$ cat src/rtl/game_sprite_anim_display_pkg.sv
// Shared types and helpers for the animated sprite renderer.
// Colour width comes from GAME_RGB_WIDTH (defaults to 12 when not supplied).
`ifndef GAME_RGB_WIDTH
`define GAME_RGB_WIDTH 12
`endif

package game_sprite_pkg;

  localparam int RGB_WIDTH  = `GAME_RGB_WIDTH;
  localparam int ERGB_WIDTH = 1 + RGB_WIDTH;

  typedef struct packed {
    logic                 e;
    logic [RGB_WIDTH-1:0] rgb;
  } ergb_t;

  // Bit offset of pixel (f,r,c), counted down from the MSB of the packed bitmap.
  function automatic int sprite_pixel_offset(input int f, input int r, input int c,
                                             input int w, input int h);
    return ((f * h + r) * w + c) * ERGB_WIDTH;
  endfunction

  function automatic int idx_width(input int n);
    return (n > 1) ? $clog2(n) : 1;
  endfunction

endpackage

$ cat src/rtl/game_sprite_anim_display_if.sv
// Beam, sprite-control and pixel-output bundle between the video timing
// front end (master) and the sprite renderer (slave).
interface game_sprite_anim_display_if
  import game_sprite_pkg::*;
#(
  parameter int W_X  = 10,
  parameter int W_Y  = 9,
  parameter int FI_W = 2
);

  logic [W_X-1:0]       pixel_x;
  logic [W_Y-1:0]       pixel_y;
  logic                 frame_start;
  logic [W_X-1:0]       sprite_x;
  logic [W_Y-1:0]       sprite_y;
  logic                 anim_en;
  logic                 anim_restart;
  logic                 mirror_x;
  logic                 mirror_y;

  logic                 sprite_within_screen;
  logic [W_X-1:0]       sprite_out_left;
  logic [W_X-1:0]       sprite_out_right;
  logic [W_Y-1:0]       sprite_out_top;
  logic [W_Y-1:0]       sprite_out_bottom;
  logic [FI_W-1:0]      frame_index;
  logic                 rgb_en;
  logic [RGB_WIDTH-1:0] rgb;

  modport master (
    output pixel_x, pixel_y, frame_start, sprite_x, sprite_y,
           anim_en, anim_restart, mirror_x, mirror_y,
    input  sprite_within_screen, sprite_out_left, sprite_out_right,
           sprite_out_top, sprite_out_bottom, frame_index, rgb_en, rgb
  );

  modport slave (
    input  pixel_x, pixel_y, frame_start, sprite_x, sprite_y,
           anim_en, anim_restart, mirror_x, mirror_y,
    output sprite_within_screen, sprite_out_left, sprite_out_right,
           sprite_out_top, sprite_out_bottom, frame_index, rgb_en, rgb
  );

endinterface

$ cat src/rtl/game_sprite_anim_display_anim_ctrl.sv
// Animation timer: counts video frames and steps the bitmap index every
// FRAME_PERIOD enabled frames, wrapping after N_FRAMES.
module game_sprite_anim_ctrl
  import game_sprite_pkg::*;
#(
  parameter int N_FRAMES     = 4,
  parameter int FRAME_PERIOD = 8,
  localparam int FI_W        = idx_width(N_FRAMES),
  localparam int TW          = idx_width(FRAME_PERIOD)
) (
  input  logic            clk,
  input  logic            rst,
  input  logic            frame_start,
  input  logic            anim_en,
  input  logic            anim_restart,
  output logic [FI_W-1:0] frame_index
);

  localparam logic [TW-1:0]   TICK_LAST  = TW'(FRAME_PERIOD - 1);
  localparam logic [FI_W-1:0] FRAME_LAST = FI_W'(N_FRAMES - 1);

  logic [TW-1:0]   tick_cnt_r;
  logic [FI_W-1:0] frame_idx_r;

  // Restart outranks an advance landing in the same cycle.
  always_ff @(posedge clk) begin
    if (rst) begin
      tick_cnt_r  <= '0;
      frame_idx_r <= '0;
    end else if (anim_restart) begin
      tick_cnt_r  <= '0;
      frame_idx_r <= '0;
    end else if (frame_start && anim_en) begin
      if (tick_cnt_r == TICK_LAST) begin
        tick_cnt_r  <= '0;
        frame_idx_r <= (frame_idx_r == FRAME_LAST) ? '0 : frame_idx_r + FI_W'(1);
      end else begin
        tick_cnt_r  <= tick_cnt_r + TW'(1);
        frame_idx_r <= frame_idx_r;
      end
    end else begin
      tick_cnt_r  <= tick_cnt_r;
      frame_idx_r <= frame_idx_r;
    end
  end

  assign frame_index = frame_idx_r;

endmodule

$ cat src/rtl/game_sprite_anim_display.sv
// Animated sprite renderer: frame-latched position, bounds, 2-stage pixel
// pipeline. Define GAME_SPRITE_MIRROR_EN to build the mirror_x/mirror_y flip.
module game_sprite_anim_display
  import game_sprite_pkg::*;
#(
  parameter int SPRITE_WIDTH  = 16,
  parameter int SPRITE_HEIGHT = 16,
  parameter int N_FRAMES      = 4,
  parameter int FRAME_PERIOD  = 8,
  parameter logic [N_FRAMES*SPRITE_HEIGHT*SPRITE_WIDTH*ERGB_WIDTH-1:0] SPRITE_PIXELS = '0,
  parameter int screen_width  = 640,
  parameter int screen_height = 480,
  parameter int w_x           = $clog2(screen_width),
  parameter int w_y           = $clog2(screen_height)
) (
  input logic                          clk,
  input logic                          rst,
  game_sprite_anim_display_if.slave    bus
);

  localparam int TOTAL_BITS = N_FRAMES * SPRITE_HEIGHT * SPRITE_WIDTH * ERGB_WIDTH;
  localparam int FI_W       = idx_width(N_FRAMES);
  localparam int CW         = idx_width(SPRITE_WIDTH);
  localparam int RW         = idx_width(SPRITE_HEIGHT);
  localparam int OFF_W      = idx_width(TOTAL_BITS);
  localparam int XW         = w_x + 1;
  localparam int YW         = w_y + 1;

  logic [w_x-1:0]  pos_x_r;
  logic [w_y-1:0]  pos_y_r;
  logic [FI_W-1:0] frame_idx_s;

  logic [XW-1:0]   dx_s, rx_s, ex_s;
  logic [YW-1:0]   dy_s, ry_s, ey_s;
  logic            hit_s, within_s;
  logic [CW-1:0]   col_s;
  logic [RW-1:0]   row_s;

  logic            s1_hit_r;
  logic [FI_W-1:0] s1_frame_r;
  logic [CW-1:0]   s1_col_r;
  logic [RW-1:0]   s1_row_r;

  logic [OFF_W-1:0] off_s;
  ergb_t            pix_s;

  logic                 rgb_en_r;
  logic [RGB_WIDTH-1:0] rgb_r;
  logic                 within_r;
  logic [w_x-1:0]       left_r, right_r;
  logic [w_y-1:0]       top_r, bottom_r;

  game_sprite_anim_ctrl #(
    .N_FRAMES     (N_FRAMES),
    .FRAME_PERIOD (FRAME_PERIOD)
  ) u_anim_ctrl (
    .clk          (clk),
    .rst          (rst),
    .frame_start  (bus.frame_start),
    .anim_en      (bus.anim_en),
    .anim_restart (bus.anim_restart),
    .frame_index  (frame_idx_s)
  );

  // Position shadow: only sampled at frame start so a frame never tears.
  always_ff @(posedge clk) begin
    if (rst) begin
      pos_x_r <= '0;
      pos_y_r <= '0;
    end else if (bus.frame_start) begin
      pos_x_r <= bus.sprite_x;
      pos_y_r <= bus.sprite_y;
    end else begin
      pos_x_r <= pos_x_r;
      pos_y_r <= pos_y_r;
    end
  end

  // A negative (sign-set) difference on either side of an axis means a miss.
  assign dx_s  = {1'b0, bus.pixel_x} - {1'b0, pos_x_r};
  assign rx_s  = {1'b0, pos_x_r} + XW'(SPRITE_WIDTH - 1) - {1'b0, bus.pixel_x};
  assign dy_s  = {1'b0, bus.pixel_y} - {1'b0, pos_y_r};
  assign ry_s  = {1'b0, pos_y_r} + YW'(SPRITE_HEIGHT - 1) - {1'b0, bus.pixel_y};
  assign hit_s = ~dx_s[w_x] & ~rx_s[w_x] & ~dy_s[w_y] & ~ry_s[w_y];

  assign ex_s     = {1'b0, pos_x_r} + XW'(SPRITE_WIDTH - 1);
  assign ey_s     = {1'b0, pos_y_r} + YW'(SPRITE_HEIGHT - 1);
  assign within_s = ~ex_s[w_x] & (ex_s <= XW'(screen_width - 1)) &
                    ~ey_s[w_y] & (ey_s <= YW'(screen_height - 1));

  // Local sprite coordinates, forced to 0 on a miss to keep the lookup in range.
  always_comb begin
    col_s = '0;
    row_s = '0;
    if (hit_s) begin
      col_s = CW'(dx_s);
      row_s = RW'(dy_s);
`ifdef GAME_SPRITE_MIRROR_EN
      if (bus.mirror_x) begin
        col_s = CW'(SPRITE_WIDTH - 1) - CW'(dx_s);
      end else begin
        col_s = CW'(dx_s);
      end
      if (bus.mirror_y) begin
        row_s = RW'(SPRITE_HEIGHT - 1) - RW'(dy_s);
      end else begin
        row_s = RW'(dy_s);
      end
`endif
    end else begin
      col_s = '0;
      row_s = '0;
    end
  end

  // Bounds and on-screen flag registered from the latched position.
  always_ff @(posedge clk) begin
    if (rst) begin
      within_r <= 1'b0;
      left_r   <= '0;
      right_r  <= '0;
      top_r    <= '0;
      bottom_r <= '0;
    end else begin
      within_r <= within_s;
      left_r   <= pos_x_r;
      right_r  <= ex_s[w_x-1:0];
      top_r    <= pos_y_r;
      bottom_r <= ey_s[w_y-1:0];
    end
  end

  // Pipeline stage 1: hit, animation frame and local coordinates.
  always_ff @(posedge clk) begin
    if (rst) begin
      s1_hit_r   <= 1'b0;
      s1_frame_r <= '0;
      s1_col_r   <= '0;
      s1_row_r   <= '0;
    end else begin
      s1_hit_r   <= hit_s;
      s1_frame_r <= frame_idx_s;
      s1_col_r   <= col_s;
      s1_row_r   <= row_s;
    end
  end

  assign off_s = OFF_W'(TOTAL_BITS - ERGB_WIDTH -
                        sprite_pixel_offset(int'(s1_frame_r), int'(s1_row_r), int'(s1_col_r),
                                            SPRITE_WIDTH, SPRITE_HEIGHT));
  assign pix_s = SPRITE_PIXELS[off_s +: ERGB_WIDTH];

  // Pipeline stage 2: colour lookup; rgb keeps its value while not enabled.
  always_ff @(posedge clk) begin
    if (rst) begin
      rgb_en_r <= 1'b0;
      rgb_r    <= '0;
    end else if (s1_hit_r && pix_s.e) begin
      rgb_en_r <= 1'b1;
      rgb_r    <= pix_s.rgb;
    end else begin
      rgb_en_r <= 1'b0;
      rgb_r    <= rgb_r;
    end
  end

  assign bus.sprite_within_screen = within_r;
  assign bus.sprite_out_left      = left_r;
  assign bus.sprite_out_right     = right_r;
  assign bus.sprite_out_top       = top_r;
  assign bus.sprite_out_bottom    = bottom_r;
  assign bus.frame_index          = frame_idx_s;
  assign bus.rgb_en               = rgb_en_r;
  assign bus.rgb                  = rgb_r;

endmodule

$ cat src/flat_wrapper.sv
// flat-port wrapper written by rule: the top's interface ports become plain ports
module game_sprite_anim_display_flat import game_sprite_pkg::*;
#(
  parameter int SPRITE_WIDTH  = 16,
  parameter int SPRITE_HEIGHT = 16,
  parameter int N_FRAMES      = 4,
  parameter int FRAME_PERIOD  = 8,
  parameter logic [N_FRAMES*SPRITE_HEIGHT*SPRITE_WIDTH*ERGB_WIDTH-1:0] SPRITE_PIXELS = '0,
  parameter int screen_width  = 640,
  parameter int screen_height = 480,
  parameter int w_x           = $clog2(screen_width),
  parameter int w_y           = $clog2(screen_height)
)
  (clk, rst, bus_pixel_x, bus_pixel_y, bus_frame_start, bus_sprite_x, bus_sprite_y, bus_anim_en, bus_anim_restart, bus_mirror_x, bus_mirror_y, bus_sprite_within_screen, bus_sprite_out_left, bus_sprite_out_right, bus_sprite_out_top, bus_sprite_out_bottom, bus_frame_index, bus_rgb_en, bus_rgb);
  game_sprite_anim_display_if #(.W_X((10)), .W_Y((9)), .FI_W((2))) bus_i ();
  input logic clk;
  input logic rst;
  input wire logic [$bits(bus_i.pixel_x)-1:0] bus_pixel_x;
  input wire logic [$bits(bus_i.pixel_y)-1:0] bus_pixel_y;
  input wire logic [$bits(bus_i.frame_start)-1:0] bus_frame_start;
  input wire logic [$bits(bus_i.sprite_x)-1:0] bus_sprite_x;
  input wire logic [$bits(bus_i.sprite_y)-1:0] bus_sprite_y;
  input wire logic [$bits(bus_i.anim_en)-1:0] bus_anim_en;
  input wire logic [$bits(bus_i.anim_restart)-1:0] bus_anim_restart;
  input wire logic [$bits(bus_i.mirror_x)-1:0] bus_mirror_x;
  input wire logic [$bits(bus_i.mirror_y)-1:0] bus_mirror_y;
  output wire logic [$bits(bus_i.sprite_within_screen)-1:0] bus_sprite_within_screen;
  output wire logic [$bits(bus_i.sprite_out_left)-1:0] bus_sprite_out_left;
  output wire logic [$bits(bus_i.sprite_out_right)-1:0] bus_sprite_out_right;
  output wire logic [$bits(bus_i.sprite_out_top)-1:0] bus_sprite_out_top;
  output wire logic [$bits(bus_i.sprite_out_bottom)-1:0] bus_sprite_out_bottom;
  output wire logic [$bits(bus_i.frame_index)-1:0] bus_frame_index;
  output wire logic [$bits(bus_i.rgb_en)-1:0] bus_rgb_en;
  output wire logic [$bits(bus_i.rgb)-1:0] bus_rgb;
  assign bus_i.pixel_x = bus_pixel_x;
  assign bus_i.pixel_y = bus_pixel_y;
  assign bus_i.frame_start = bus_frame_start;
  assign bus_i.sprite_x = bus_sprite_x;
  assign bus_i.sprite_y = bus_sprite_y;
  assign bus_i.anim_en = bus_anim_en;
  assign bus_i.anim_restart = bus_anim_restart;
  assign bus_i.mirror_x = bus_mirror_x;
  assign bus_i.mirror_y = bus_mirror_y;
  assign bus_sprite_within_screen = bus_i.sprite_within_screen;
  assign bus_sprite_out_left = bus_i.sprite_out_left;
  assign bus_sprite_out_right = bus_i.sprite_out_right;
  assign bus_sprite_out_top = bus_i.sprite_out_top;
  assign bus_sprite_out_bottom = bus_i.sprite_out_bottom;
  assign bus_frame_index = bus_i.frame_index;
  assign bus_rgb_en = bus_i.rgb_en;
  assign bus_rgb = bus_i.rgb;
  game_sprite_anim_display #(.SPRITE_WIDTH(SPRITE_WIDTH), .SPRITE_HEIGHT(SPRITE_HEIGHT), .N_FRAMES(N_FRAMES), .FRAME_PERIOD(FRAME_PERIOD), .SPRITE_PIXELS(SPRITE_PIXELS), .screen_width(screen_width), .screen_height(screen_height), .w_x(w_x), .w_y(w_y)) u_core (.clk(clk), .rst(rst), .bus(bus_i));
endmodule
$ cat config.mk
export PLATFORM = sky130hd
export DESIGN_NAME = game_sprite_anim_display_flat
export DESIGN_NICKNAME = d
export VERILOG_FILES = /design/src/rtl/game_sprite_anim_display_pkg.sv /design/src/rtl/game_sprite_anim_display_if.sv /design/src/rtl/game_sprite_anim_display_anim_ctrl.sv /design/src/rtl/game_sprite_anim_display.sv /design/src/flat_wrapper.sv
export SDC_FILE = /design/constraint.sdc
export NUM_CORES = 1
export LEC_CHECK = 0
export ABC_AREA = 1
export BUFFER_PORTS_ARGS = -buffer_cell sky130_fd_sc_hd__buf_2
export CAP_MARGIN = 25
export CORE_ASPECT_RATIO = 1.75
export CORE_MARGIN = 2
export CORE_UTILIZATION = 40
export CTS_BUF_LIST = sky130_fd_sc_hd__clkbuf_8
export DETAILED_ROUTE_END_ITERATION = 10
export PLACE_DENSITY = 0.79
export SLEW_MARGIN = 30
export SYNTH_ARGS = -nofsm -noshare
export SYNTH_HDL_FRONTEND = slang
export SYNTH_SLANG_ARGS = --single-unit
$ cat constraint.sdc
create_clock -name clk -period 1.7 [get_ports clk]
set_input_delay 0.255 -clock clk [delete_from_list [all_inputs] [get_ports clk]]
set_output_delay 0.255 -clock clk [all_outputs]
set_load 0.01 [all_outputs]
Word level (Yosys, flattened, before mapping)
Index checks and enable logic that the tools add are counted.
{ "op_classes": {"add_sub_neg": 11, "mul": 1, "n_lt_le_gt_ge": 2, "eq_ne": 2, "n_shift": 1, "muxes": 3, "bitwise_logic": 13, "reduce_logical": 5} }
{ "op_table": {"columns": ["cell", "count"], "rows": [
  ["$shiftx 13312x15->13 const A", 1],
  ["$add 32x5->32", 1],
  ["$mul 32x5->14 const B", 1],
  ["$sub 13x14->14 const A", 1],
  ["$add 10x4->11 const B", 1],
  ["$le 11x10->1 const B", 1],
  ["$sub 10x10->11", 1],
  ["$sub 11x10->11", 1],
  ["$add 9x4->10 const B", 1],
  ["$le 10x9->1 const B", 1],
  ["$sub 10x9->10", 1],
  ["$sub 9x9->10", 1],
  ["$add 6x4->7", 1],
  ["$not 1->1", 7],
  ["$and 1x1->1", 6],
  ["$reduce_or 2->1", 2],
  ["$add 3x1->3 const B", 1],
  ["$eq 3x3->1 const B", 1],
  ["$mux 3", 1],
  ["$add 2x1->2 const B", 1],
  ["$eq 2x2->1 const B", 1],
  ["$logic_and 1x1->1", 2],
  ["$mux 2", 1],
  ["$reduce_and 2->1", 1],
  ["$mux 1", 1]
]} }
{ "word_totals": {"reg_bits": 87} }

Longest topological paths before layout
{ "logic_depth": {"word_depth": 8, "depth_mapped": 10, "depth_no_buf": 10} }

Hierarchy
From an unflattened synthesis, not the netlist that was laid out.
{ "unflattened": {"hier_cells": 288, "hier_area_um2": 2343.5} }
{ "modules_own_cells": {"columns": ["mod", "n_inst", "cells_per_inst", "area_each_um2", "seq_area_each_um2"], "rows": [
  ["game_sprite_anim_display", 1, 255, 2099.5, 1161.1],
  ["game_sprite_anim_ctrl", 1, 33, 244.0, 100.1]
]} }

Worst setup path before layout
Ideal clock, no wire load.
{ "synth_timing": {"path_kind": "flip-flop to flip-flop", "start": "register u_core.pos_x_r[0]", "end": "register u_core.within_r (netlist: u_core.bus.sprite_within_screen)", "setup_ps": 120, "arrival_time_ps": 1167, "path_slack_ps": 413, "path_stages_with_launch": 11, "period_less_slack_ps": 1287, "path_cell_list": "dfxtp_1 -> inv_2 -> ha_1 -> inv_1 -> nand2_1 -> nor2_1 -> nand3_1 -> nor2_1 -> nand3_1 -> nand2_1 -> a21oi_1"} }
{ "synth_via": {"elab_chain_cells": 5, "word_cells_on_any_way": 6, "classes_between": "1 x add/sub; 1 x order compare; 4 x bitwise"} }
{ "synth_rtl": {"columns": ["element", "line", "rtl"], "rows": [
  ["start, declared", "game_sprite_anim_display.sv:29", "logic [w_x-1:0] pos_x_r;"],
  ["start signal, assigned", "game_sprite_anim_display.sv:71", "pos_x_r <= bus.sprite_x;"],
  ["start signal, assigned", "game_sprite_anim_display.sv:74", "pos_x_r <= pos_x_r;"],
  ["$add 10x4->11", "game_sprite_anim_display.sv:86", "assign ex_s = {1'b0, pos_x_r} + XW'(SPRITE_WIDTH - 1);"],
  ["named net u_core.ex_s[0]", "game_sprite_anim_display.sv:33", "logic [XW-1:0] dx_s, rx_s, ex_s;"],
  ["$le 11x10->1", "game_sprite_anim_display.sv:88", "assign within_s = ~ex_s[w_x] & (ex_s <= XW'(screen_width - 1)) &"],
  ["$and 1x1->1 (2 in a row)", "game_sprite_anim_display.sv:88", null],
  ["$and 1x1->1", "game_sprite_anim_display.sv:89", "~ey_s[w_y] & (ey_s <= YW'(screen_height - 1));"],
  ["end signal, assigned", "game_sprite_anim_display.sv:125", "within_r <= within_s;"],
  ["end, declared", "game_sprite_anim_display.sv:49", "logic within_r;"]
]} }
The timed path passes the listed nets, and every way through them passes these cells.
A chain may end at the register's enable or synchronous reset.

Final worst setup path
Same ends and word-level chain as after synthesis.

==> metrics <==
HPWL after DPL 3600 um; Synth Warn # 0; die area 6620 sq um; drt total wl 4870 um; row count 37; top-area cell type share of the netlist area 52.9%; vias per cell 4.45; vias in the first global route 1980; final std cells w/o fill 445; Placer Congestion 0.786; CP Capture Type flip-flop; Netlist cell types 25; metal2 WL 2690 um; CP Launch Type flip-flop; cell family with most CP delay simple AND/OR/NAND/NOR gates; FF-to-FF Start u_core.pos_x_r[0]; Die H 106 um; top sig layer met4; RSZ-0062 raised after global routing no; Pins Over Slew Limit 0; R2R setup slack 230 ps; Synth Register Bits 63; Post-synth top flop dfxtp_1; hold_buf cts 0; Tot GR Track Use 16.1%; Final ANT Viol Nets 0; Congestion Overflow GR 0; Max clock buf depth 2; Worst Hold Class in2reg; syn avg cell area 8.06 sq um; Critical R2R Capture u_core.bus.sprite_within_screen; top cell type by total area after synthesis dfxtp_1; Antenna Cells 0; fraction of layout cells with a size suffix above 1 25.6%; WP data arrival 1690 ps; asr flop ratio synth 0%; Root Buffer clkbuf_8; first-pass GRT wire length 8260 um; power per cell area 1120 nW/um^2; final design instance area without fill 2930 sq um; Hold Fails Final Rpt 0; Hold Path Sink u_core.pos_y_r[0]; io pins 99; Met3 Routed Length 250 um; worst-path cell chain inv_2 -> ha_1 -> inv_1 -> nand2_1 -> nor2_1 -> nand3_1 -> nor2_1 -> nand3_1 -> nand2_1 -> a21oi_1; worst hold path depth 3; critical path type reg2reg; Iteration-0 DRC Markers 88; # Post-CTS Setup Buffers 0; Min Clock Period, post-route 1470 ps; initial antenna violation count 0; post-cts resize count 0; Die Wd 62.4 um; CP required 1920 ps; H-tree lvl count 3; clk sink count 63; CTS buffer count 9; leading post-synthesis cells by cell area dfxtp_1 (53%), nand2_1 (7.2%), a21oi_1 (6.9%); CTS tree built; DRC 0; Initial Util 40.9%; DRT Pass-1 Iters 4; PortBufs 64; Post-Route M1 WL 1840 um; Cell Area, Synth 2390 sq um; Fin Setup TNS 0 ps; sequential share of the synthesized area 52.9%; max-cap violation count 0; mean routed wirelength per cell 11.0 um; reg2reg path depth 10; slowest CP cell dfxtp_1; Crit. path cell count 10; final worst path period share 86.7%; largest net degree at the start of global routing 39; final setup vio count 0; P_leak 1.48 nW; crit path max fanout 7; worst clock skew 7.73 ps; Gate Count Post-Synth 296; EDFF count, synth 0; Post-DP Area 2730 sq um; DP Cell Count 429; layout net count 412; worst ir drop on vdd 0.572 mV; top cells by count, synth dfxtp_1 (63), nand2_1 (46), nor2_1 (40), a21oi_1 (33), inv_1 (29); P&R area growth vs syn 23.0%; Fmax 679 MHz; Hold Startpoint bus_sprite_y[0]; Worst-path clk slew 70 ps; Clk Latency, worst-skew pair 330 ps; worst stage delay on the critical path 340 ps; core box area 5830 sq um; WP buf/inv 2; most frequent cell after synthesis dfxtp_1; total number of vias 1979; outcome complete, no violations
layout make-up:
class                      count  area [sq um]
clock inverter                 4          43.8
fill                         601          2900
inverter                      31           116
sequential                    63          1260
clock buffer                  12           165
multi-input combinational    190           907
timing repair buffer          67           343
tap                           78          97.6
cell usage in the layout, fill, tap and decap left out:
cell type | synthesis | layout
nor2_1 | 40 | 40
o21a_1 | 1 | 1
nand3b_1 | 1 | 1
o21ai_0 | 21 | 21
xor2_1 | 1 | 1
a21oi_1 | 33 | 33
bufinv_16 | 0 | 1
and2_1 | 1 | 1
nand2_1 | 46 | 46
nand3_2 | 3 | 3
clkbuf_8 | 0 | 12
nand4_1 | 1 | 1
clkinv_2 | 0 | 2
inv_2 | 2 | 2
inv_1 | 29 | 30
nor2_4 | 1 | 1
nor3b_1 | 1 | 1
nand2_2 | 2 | 2
dfxtp_1 | 63 | 63
nor3_1 | 2 | 2
ha_1 | 5 | 5
buf_4 | 14 | 3
nor2_2 | 4 | 4
buf_2 | 3 | 64
nand3_1 | 14 | 14
conb_1 | 1 | 13
metal layers:
metal	up-vias	GRT usage, %
li1	1050	-
met1	866	15.6
met2	56	29.8
met3	7	4.76
met4	0	9.05
met5	-	0
registers in the layout (all words and copies together), names as in the netlist:
register,count
u_core.bus.sprite_within_screen,1
u_core.bus.sprite_out_top,9
u_core.u_anim_ctrl.tick_cnt_r,3
u_core.bus.sprite_out_left,10
u_core.bus.sprite_out_right,10
u_core.bus.sprite_out_bottom,9
u_core.pos_x_r,10
u_core.pos_y_r,9
u_core.u_anim_ctrl.frame_index,2
worst reg2reg max path: stages, from the launching register on:
cell and delay, ps:
dfxtp_1 340, inv_2 80, ha_1 320, inv_1 60, nand2_1 50, nor2_1 100, nand3_1 80, nor2_1 100
nand3_1 100, nand2_1 70, a21oi_1 60
cell families (layout without fill, tap and decap cells):
| logic type | Yosys count | count (layout) | share of synthesized area (%) |
|---|---|---|---|
| compound gates | 55 | 55 | 11.6 |
| xor+xnor | 1 | 1 | 0.367 |
| fa+ha+maj | 5 | 5 | 2.62 |
| buf+inv | 55 | 114 | 11.0 |
| flops | 63 | 63 | 52.9 |
| other cells | 1 | 13 | 0.157 |
| simple gates | 116 | 116 | 21.3 |
through the flow:
stage	setup WS (ps)	power [mW]	utilization, %	hold WS, ps
3_3_place_gp	237	2.00	46.7	405
3_5_place_dp	212	2.01	46.7	413
4_1_cts	200	3.33	50.3	186
2_1_floorplan	413	1.90	-	393
6_report	226	3.29	50.3	201
5_1_grt	103	3.46	50.3	204
worst max-delay path by stage:
| stage | from | endpoint |
|---|---|---|
| after floorplan | u_core.pos_x_r[0] | u_core.bus.sprite_within_screen |
| after global placement | u_core.pos_x_r[0] | u_core.bus.sprite_within_screen |
| after detailed placement | u_core.pos_x_r[0] | u_core.bus.sprite_within_screen |
| after CTS | u_core.pos_x_r[0] | u_core.bus.sprite_within_screen |
| after global routing | u_core.pos_y_r[0] | u_core.bus.sprite_within_screen |
| final | u_core.pos_x_r[0] | u_core.bus.sprite_within_screen |
power breakdown:
group	switching, mW	leakage, nW	total, mW	internal (mW)
Sequential	0.0434	0.521	1.61	1.57
Clock	0.527	0.114	1.31	0.786
Combinational	0.229	0.849	0.362	0.133
No activity file was read; power rests on OpenSTA's default activity.
